===== config.mk =====
export PLATFORM = sky130hd
export DESIGN_NAME = alu_arbiter_flat
export DESIGN_NICKNAME = d
export VERILOG_FILES = /design/src/rtl/alu_pkg.sv /design/src/rtl/alu_arbiter_if.sv /design/src/rtl/rr_arbiter.sv /design/src/rtl/alu_arbiter.sv /design/src/flat_wrapper.sv
export SDC_FILE = /design/constraint.sdc
export NUM_CORES = 1
export LEC_CHECK = 0
export CAP_MARGIN = 20
export CORE_ASPECT_RATIO = 0.9
export CORE_UTILIZATION = 41
export DETAILED_ROUTE_END_ITERATION = 8
export PLACE_DENSITY = 0.9
export RECOVER_POWER = 100
export SKIP_LAST_GASP = 1
export SLEW_MARGIN = 20
export SYNTH_ARGS = -nofsm -noshare
export SYNTH_HDL_FRONTEND = slang
export SYNTH_SLANG_ARGS = --single-unit
export TNS_END_PERCENT = 30

===== constraint.sdc =====
create_clock -name clk -period 4 [get_ports clk]
set_input_delay 0.8 -clock clk [delete_from_list [all_inputs] [get_ports clk]]
set_output_delay 0.8 -clock clk [all_outputs]
set_load 0.01 [all_outputs]

===== src/rtl/alu_pkg.sv =====
// Shared types and widths for the ALU arbiter slice.
package alu_pkg;

    localparam int DATA_W = 8;
    localparam int CMD_W  = 4;
    localparam int RES_W  = 9;

    typedef enum logic [1:0] {
        ST_IDLE  = 2'd0,
        ST_ISSUE = 2'd1,
        ST_WAIT  = 2'd2,
        ST_RESP  = 2'd3
    } state_e;

    typedef struct packed {
        logic [DATA_W-1:0] opa;
        logic [DATA_W-1:0] opb;
        logic              cin;
        logic              mode;
        logic [CMD_W-1:0]  cmd;
    } alu_req_t;

    typedef struct packed {
        logic oflow;
        logic cout;
        logic g;
        logic e;
        logic l;
        logic err;
    } alu_flags_t;

endpackage


===== src/rtl/alu_arbiter_if.sv =====
// Request, response and ALU-side signals of the arbiter; slave is the arbiter's view.
interface alu_arbiter_if import alu_pkg::*; #(
    parameter int NREQ = 4
);
    logic [NREQ-1:0]        req_valid;
    logic [NREQ-1:0]        req_ready;
    logic [NREQ*DATA_W-1:0] req_opa;
    logic [NREQ*DATA_W-1:0] req_opb;
    logic [NREQ-1:0]        req_cin;
    logic [NREQ-1:0]        req_mode;
    logic [NREQ*CMD_W-1:0]  req_cmd;

    logic                   rsp_valid;
    logic                   rsp_ready;
    logic [2:0]             rsp_id;
    logic [RES_W-1:0]       rsp_res;
    logic [5:0]             rsp_flags;

    logic [DATA_W-1:0]      alu_opa;
    logic [DATA_W-1:0]      alu_opb;
    logic                   alu_cin;
    logic                   alu_ce;
    logic                   alu_mode;
    logic [CMD_W-1:0]       alu_cmd;

    logic [RES_W-1:0]       alu_res;
    logic                   alu_oflow;
    logic                   alu_cout;
    logic                   alu_g;
    logic                   alu_e;
    logic                   alu_l;
    logic                   alu_err;

    modport slave (
        input  req_valid, req_opa, req_opb, req_cin, req_mode, req_cmd, rsp_ready,
        input  alu_res, alu_oflow, alu_cout, alu_g, alu_e, alu_l, alu_err,
        output req_ready, rsp_valid, rsp_id, rsp_res, rsp_flags,
        output alu_opa, alu_opb, alu_cin, alu_ce, alu_mode, alu_cmd
    );

    modport master (
        output req_valid, req_opa, req_opb, req_cin, req_mode, req_cmd, rsp_ready,
        output alu_res, alu_oflow, alu_cout, alu_g, alu_e, alu_l, alu_err,
        input  req_ready, rsp_valid, rsp_id, rsp_res, rsp_flags,
        input  alu_opa, alu_opb, alu_cin, alu_ce, alu_mode, alu_cmd
    );

endinterface


===== src/rtl/rr_arbiter.sv =====
// Round-robin grant: lowest active requester above ptr wins, otherwise wrap to the lowest active one.
module rr_arbiter #(
    parameter int NREQ = 4,
    parameter int PW   = $clog2(NREQ)
) (
    input  logic [NREQ-1:0] req,
    input  logic [PW-1:0]   ptr,
    output logic [NREQ-1:0] grant
);
    logic [NREQ-1:0] above;
    logic [NREQ-1:0] masked;
    logic [NREQ-1:0] pick_m;
    logic [NREQ-1:0] pick_a;

    // ptr = NREQ-1 shifts the marker out entirely, leaving an empty mask
    assign above  = ~((NREQ'(2) << ptr) - NREQ'(1));
    assign masked = req & above;
    assign pick_m = masked & (~masked + NREQ'(1));
    assign pick_a = req & (~req + NREQ'(1));
    assign grant  = (|masked) ? pick_m : pick_a;

endmodule


===== src/rtl/alu_arbiter.sv =====
// Shares one ALU between NREQ requesters: round-robin grant, one-cycle issue, fixed-latency wait, held response.
module alu_arbiter import alu_pkg::*; #(
    parameter int NREQ    = 4,
    parameter int ALU_LAT = 1
) (
    input logic          clk,
    input logic          rst,
    alu_arbiter_if.slave bus
);
    // state | meaning
    // IDLE  | nothing in flight; accept the round-robin winner
    // ISSUE | alu_ce high for one cycle with the latched operation
    // WAIT  | count ALU_LAT cycles, capture result and flags on the last
    // RESP  | hold response until rsp_ready; may accept the next request
    localparam logic [1:0] IDLE  = ST_IDLE;
    localparam logic [1:0] ISSUE = ST_ISSUE;
    localparam logic [1:0] WAIT  = ST_WAIT;
    localparam logic [1:0] RESP  = ST_RESP;

    localparam int         PW       = $clog2(NREQ);
    localparam logic [1:0] LAT_LOAD = 2'(ALU_LAT - 1);

    logic [1:0]       state;
    logic [1:0]       lat_cnt;
    logic [PW-1:0]    rr_ptr;
    logic [NREQ-1:0]  grant;
    logic [PW-1:0]    grant_idx;
    alu_req_t         sel;
    alu_req_t         cur;
    logic [2:0]       cur_id;
    logic [2:0]       rsp_id_q;
    logic [RES_W-1:0] rsp_res_q;
    alu_flags_t       rsp_flags_q;
    logic             accept_ok;
    logic             req_xfer;
    logic             rsp_xfer;

    rr_arbiter #(.NREQ(NREQ), .PW(PW)) u_rr (
        .req   (bus.req_valid),
        .ptr   (rr_ptr),
        .grant (grant)
    );

    assign rsp_xfer = bus.rsp_valid & bus.rsp_ready;
    // rst gates ready so nothing looks accepted while the block is held in reset
    assign accept_ok     = rst & ((state == IDLE) | ((state == RESP) & bus.rsp_ready));
    assign bus.req_ready = accept_ok ? grant : '0;
    assign req_xfer      = |bus.req_ready;

    always_comb begin
        grant_idx = '0;
        for (int i = 0; i < NREQ; i++) begin
            if (grant[i]) grant_idx = PW'(i);
        end
    end

    always_comb begin
        sel.opa  = bus.req_opa[grant_idx*DATA_W +: DATA_W];
        sel.opb  = bus.req_opb[grant_idx*DATA_W +: DATA_W];
        sel.cin  = bus.req_cin[grant_idx];
        sel.mode = bus.req_mode[grant_idx];
        sel.cmd  = bus.req_cmd[grant_idx*CMD_W +: CMD_W];
    end

    always_ff @(posedge clk or negedge rst) begin
        if (!rst) begin
            state       <= IDLE;
            lat_cnt     <= '0;
            rr_ptr      <= PW'(NREQ - 1);
            cur         <= '0;
            cur_id      <= '0;
            rsp_id_q    <= '0;
            rsp_res_q   <= '0;
            rsp_flags_q <= '0;
        end else begin
            case (state)
                IDLE: if (req_xfer) state <= ISSUE;
                ISSUE: begin
                    state   <= WAIT;
                    lat_cnt <= LAT_LOAD;
                end
                WAIT: begin
                    if (lat_cnt == 2'd0) begin
                        state       <= RESP;
                        rsp_id_q    <= cur_id;
                        rsp_res_q   <= bus.alu_res;
                        rsp_flags_q <= {bus.alu_oflow, bus.alu_cout, bus.alu_g,
                                        bus.alu_e, bus.alu_l, bus.alu_err};
                    end else begin
                        lat_cnt <= lat_cnt - 2'd1;
                    end
                end
                RESP: if (rsp_xfer) state <= req_xfer ? ISSUE : IDLE;
                default: state <= IDLE;
            endcase
            if (req_xfer) begin
                cur    <= sel;
                cur_id <= 3'(grant_idx);
                rr_ptr <= grant_idx;
            end
        end
    end

    assign bus.rsp_valid = (state == RESP);
    assign bus.rsp_id    = rsp_id_q;
    assign bus.rsp_res   = rsp_res_q;
    assign bus.rsp_flags = rsp_flags_q;

    assign bus.alu_ce   = (state == ISSUE);
    assign bus.alu_opa  = cur.opa;
    assign bus.alu_opb  = cur.opb;
    assign bus.alu_cin  = cur.cin;
    assign bus.alu_mode = cur.mode;
    assign bus.alu_cmd  = cur.cmd;

endmodule


===== src/flat_wrapper.sv =====
// flat-port wrapper written by rule: the top's interface ports become plain ports
module alu_arbiter_flat import alu_pkg::*;
#(
    parameter int NREQ    = 4,
    parameter int ALU_LAT = 1
)
  (clk, rst, bus_req_valid, bus_req_opa, bus_req_opb, bus_req_cin, bus_req_mode, bus_req_cmd, bus_rsp_ready, bus_alu_res, bus_alu_oflow, bus_alu_cout, bus_alu_g, bus_alu_e, bus_alu_l, bus_alu_err, bus_req_ready, bus_rsp_valid, bus_rsp_id, bus_rsp_res, bus_rsp_flags, bus_alu_opa, bus_alu_opb, bus_alu_cin, bus_alu_ce, bus_alu_mode, bus_alu_cmd);
  alu_arbiter_if #(.NREQ(NREQ)) bus_i ();
  input logic clk;
  input logic rst;
  input wire logic [$bits(bus_i.req_valid)-1:0] bus_req_valid;
  input wire logic [$bits(bus_i.req_opa)-1:0] bus_req_opa;
  input wire logic [$bits(bus_i.req_opb)-1:0] bus_req_opb;
  input wire logic [$bits(bus_i.req_cin)-1:0] bus_req_cin;
  input wire logic [$bits(bus_i.req_mode)-1:0] bus_req_mode;
  input wire logic [$bits(bus_i.req_cmd)-1:0] bus_req_cmd;
  input wire logic [$bits(bus_i.rsp_ready)-1:0] bus_rsp_ready;
  input wire logic [$bits(bus_i.alu_res)-1:0] bus_alu_res;
  input wire logic [$bits(bus_i.alu_oflow)-1:0] bus_alu_oflow;
  input wire logic [$bits(bus_i.alu_cout)-1:0] bus_alu_cout;
  input wire logic [$bits(bus_i.alu_g)-1:0] bus_alu_g;
  input wire logic [$bits(bus_i.alu_e)-1:0] bus_alu_e;
  input wire logic [$bits(bus_i.alu_l)-1:0] bus_alu_l;
  input wire logic [$bits(bus_i.alu_err)-1:0] bus_alu_err;
  output wire logic [$bits(bus_i.req_ready)-1:0] bus_req_ready;
  output wire logic [$bits(bus_i.rsp_valid)-1:0] bus_rsp_valid;
  output wire logic [$bits(bus_i.rsp_id)-1:0] bus_rsp_id;
  output wire logic [$bits(bus_i.rsp_res)-1:0] bus_rsp_res;
  output wire logic [$bits(bus_i.rsp_flags)-1:0] bus_rsp_flags;
  output wire logic [$bits(bus_i.alu_opa)-1:0] bus_alu_opa;
  output wire logic [$bits(bus_i.alu_opb)-1:0] bus_alu_opb;
  output wire logic [$bits(bus_i.alu_cin)-1:0] bus_alu_cin;
  output wire logic [$bits(bus_i.alu_ce)-1:0] bus_alu_ce;
  output wire logic [$bits(bus_i.alu_mode)-1:0] bus_alu_mode;
  output wire logic [$bits(bus_i.alu_cmd)-1:0] bus_alu_cmd;
  assign bus_i.req_valid = bus_req_valid;
  assign bus_i.req_opa = bus_req_opa;
  assign bus_i.req_opb = bus_req_opb;
  assign bus_i.req_cin = bus_req_cin;
  assign bus_i.req_mode = bus_req_mode;
  assign bus_i.req_cmd = bus_req_cmd;
  assign bus_i.rsp_ready = bus_rsp_ready;
  assign bus_i.alu_res = bus_alu_res;
  assign bus_i.alu_oflow = bus_alu_oflow;
  assign bus_i.alu_cout = bus_alu_cout;
  assign bus_i.alu_g = bus_alu_g;
  assign bus_i.alu_e = bus_alu_e;
  assign bus_i.alu_l = bus_alu_l;
  assign bus_i.alu_err = bus_alu_err;
  assign bus_req_ready = bus_i.req_ready;
  assign bus_rsp_valid = bus_i.rsp_valid;
  assign bus_rsp_id = bus_i.rsp_id;
  assign bus_rsp_res = bus_i.rsp_res;
  assign bus_rsp_flags = bus_i.rsp_flags;
  assign bus_alu_opa = bus_i.alu_opa;
  assign bus_alu_opb = bus_i.alu_opb;
  assign bus_alu_cin = bus_i.alu_cin;
  assign bus_alu_ce = bus_i.alu_ce;
  assign bus_alu_mode = bus_i.alu_mode;
  assign bus_alu_cmd = bus_i.alu_cmd;
  alu_arbiter #(.NREQ(NREQ), .ALU_LAT(ALU_LAT)) u_core (.clk(clk), .rst(rst), .bus(bus_i));
endmodule

==> flow_summary_export.csv <==
group,metric,value,unit
sta,rsz0062_at_grt,"no",
synth,synth_simple_gate_area_share,12.4,%
synth,synth_edf_count,0,
clocking,cts-root-buf,"clkbuf_8",
sta,hold_viol,0,
die,die-area,0.00688,sq mm
clocking,post_cts_resized,0,
clocking,insertion_delay,0.29,ns
sta,tightestPinTransition,2.50,ns
clocking,postCtsHoldBufs,0,
synth,synth_top_family_by_area,"compound AO/OA/AOI/OAI gates",
die,num_io_pins,156,
synth,synth-main-ff-cell,"dfrtp_1",
placed_design,gp_congestion,0.873,
final_layout,fillCellCount,512,
die,fp.dieH,78.8,um
setup_path,end_kind,"output port",
pwr,power.leakage,1.85,nW
route,ant_nets,0,
setup_path,worstPathArrival,2.75,ns
synth,synth_largest_area_cell,"dfrtp_1",
final_layout,finish.utilization,70.5,%
grt,grt_first_pass_wirelength,12900,um
sta,relSlewSlack,-66.9,%
status,violations,"max-capacitance violations, max-slew violations",
synth,synth-seq-cells,47,
pwr,p_total,2.74,mW
clocking,cts.sink_count,47,
synth,synth_area,0.00269,sq mm
final_layout,fin_nets,549,
route,routedWlPerCell,15.6,um
clocking,cts_buffers,5,
clocking,clk_path_buf_depth,2,
synth,synth_top_area_share,41.9,%
die,die_w,87.3,um
final_layout,diodes,0,
final_layout,area_growth,63.0,%
grt,grt_usage,24.0,%
job,maxCapViolations,1,
synth,synth_area_leaders,"dfrtp_1 (42%), mux2_2 (7.5%), o221ai_1 (7.5%), nor2_1 (7.0%), o31a_1 (6.8%)",
route,drc,0,
grt,grt_max_degree,48,
sta,period_needed,3.55,ns
synth,ys_top_cells_by_count,"nor2_1 (50), dfrtp_1 (45), nand2_1 (29)",
sta,finalClockSkew,0.00790,ns
grt,antenna_found_initial,0,
clocking,post_cts_buffers,0,
synth,post-synth-top-count-cell,"nor2_1",
route,vias,2725,
setup_path,start_kind,"input pin",
setup_path,cp.required,3.20,ns
min_path,hold_path_class,"reg -> reg",
die,rows,27,
die,core-area,0.00622,sq mm
pwr,powerDensity,625,mW/mm^2
route,detail_route.vias_per_cell,5.23,
sta,finalCritPeriodShare,88.8,%
sta,slew_viol_final,48,
clocking,path_clk_slew,0.09,ns
synth,ys_warn_count,0,
synth,async_flop_share,100,%
route,drtPass1Iterations,4,
synth,syn_area_per_cell,9.43,sq um
clocking,cts_tree,"built",
sta,fmax,282,MHz
setup_path,critPathKind,"in -> out",
synth,ys_types,41,
route,first_iter_violations,103,
final_layout,layout-drive-gt1-share,8.76,%
synth,yosys.area_share.adder,2.79,%
route,routed_wirelength,8150,um
status,outcome,"finished, violations left",
setup_path,critical_path.max_fanout,8,
synth,synth_compound_area_share,25.9,%
pwr,max-vdd-ir-drop,0.438,mV
synth,yosysSeqAreaShare,43.9,%
synth,muxShareOfSynthArea,9.03,%
clocking,cts_max_level,2,
synth,synthXorXnorAreaFrac,0.326,%
placed_design,io_buffers,154,
synth,syn-instance-count,285,
grt,first_global_vias,2629,
synth,synthesis.nets,401,
die,initial_core_util,43.2,%
grt,grt.overflow.total,0,
sta,setup_viol,0,
sta,setup-tns-final,0,ns
placed_design,dpl.hpwl,6190,um
==> where the power goes <==
part	internal [mW]	leakage (nW)	total, mW	switching (mW)
Combinational	0.793	1.22	1.54	0.748
Clock	0.202	0.0612	0.357	0.154
Sequential	0.709	0.571	0.841	0.132
Total	1.70	1.85	2.74	1.03
==> stage by stage <==
stage,cell area [sq um],setup slack [ns],hold slack (ns),instances
after global placement,4280,0.695,0.461,513
after detailed placement,4280,0.656,0.469,513
after floorplan,2690,1.53,0.446,285
final,4380,0.448,0.479,521
after CTS,4400,0.641,0.494,521
after global routing,4380,0.401,0.510,521
==> layout by cell type, fill, tap and decap left out, drive strengths merged, types with 2 or more instances in the layout <==
cell and instances:
o21ai 28, dfstp 2, o22ai 2, dfrtp 45, buf 7, a21o 2, dlygate4sd3 46, clkdlybuf4s50 107
clkbuf 9, a21oi 6, nand2 29, o221ai 23, inv 8, mux2 20, o31a 21, o31ai 2
and2b 2, nor2 50, ha 6, o211ai 2
==> sequential cells by signal (all words and copies together), names as in the netlist <==
| name | flops |
|---|---|
| u_core.bus.alu_mode | 1 |
| u_core.bus.rsp_flags | 6 |
| u_core.state | 2 |
| u_core.bus.alu_opb | 8 |
| u_core.bus.rsp_id | 2 |
| u_core.lat_cnt | 2 |
| u_core.bus.alu_cmd | 4 |
| u_core.rr_ptr | 2 |
| u_core.bus.rsp_res | 9 |
| u_core.bus.alu_cin | 1 |
| u_core.cur_id | 2 |
| u_core.bus.alu_opa | 8 |
==> path summary, 6_finish.rpt <==
kind | start | to | cells after the start | slack [ns]
max | bus_req_valid[1] | bus_req_ready[3] | 6 | 0.45
min | u_core.bus.alu_opa[5] | u_core.bus.alu_opa[5] | 2 | 0.48
max reg2reg | u_core.rr_ptr[0] | u_core.state[0] | 7 | 1.14
min reg2reg | u_core.bus.alu_opa[5] | u_core.bus.alu_opa[5] | 2 | 0.48
max in group asynchronous | rst | u_core.bus.rsp_flags[2] | 2 | 1.20
min in group asynchronous | rst | u_core.lat_cnt[1] | 2 | 1.39
==> area by class of cell <==
cell class              count  area [sq um]  area share (%)
clock inverters             2          35.0           0.800
flip-flops and latches     47          1180            26.9
well taps                  87           109            2.48
clock buffers               6          82.6            1.89
multi-input cells         208          1350            30.9
repair buffers            163          1590            36.4
inverters                   8          30.0           0.686
==> kinds of logic after synthesis <==
kind of cell,Yosys count
other cells,1
buf+inv,30
xor+xnor,1
simple gates,85
flops,47
mux,21
fa+ha+maj,6
compound gates,94
==> worst max-delay path, stage by stage <==
cell and delay (ns):
dlygate4sd3_1 0.63, and2b_1 0.23, o221ai_1 0.20, nand3_1 0.14, nor2_1 0.11, dlygate4sd3_1 0.63
==> per-layer routing <==
layer	part of all wire, %	wire (um)	global-route usage [%]
met1	43	3520	32.1
met2	52	4210	41.8
met3	4.5	369	3.95
met4	0.52	42	2.79
met5	0	0	0
Power figures use the tool's default switching activity.
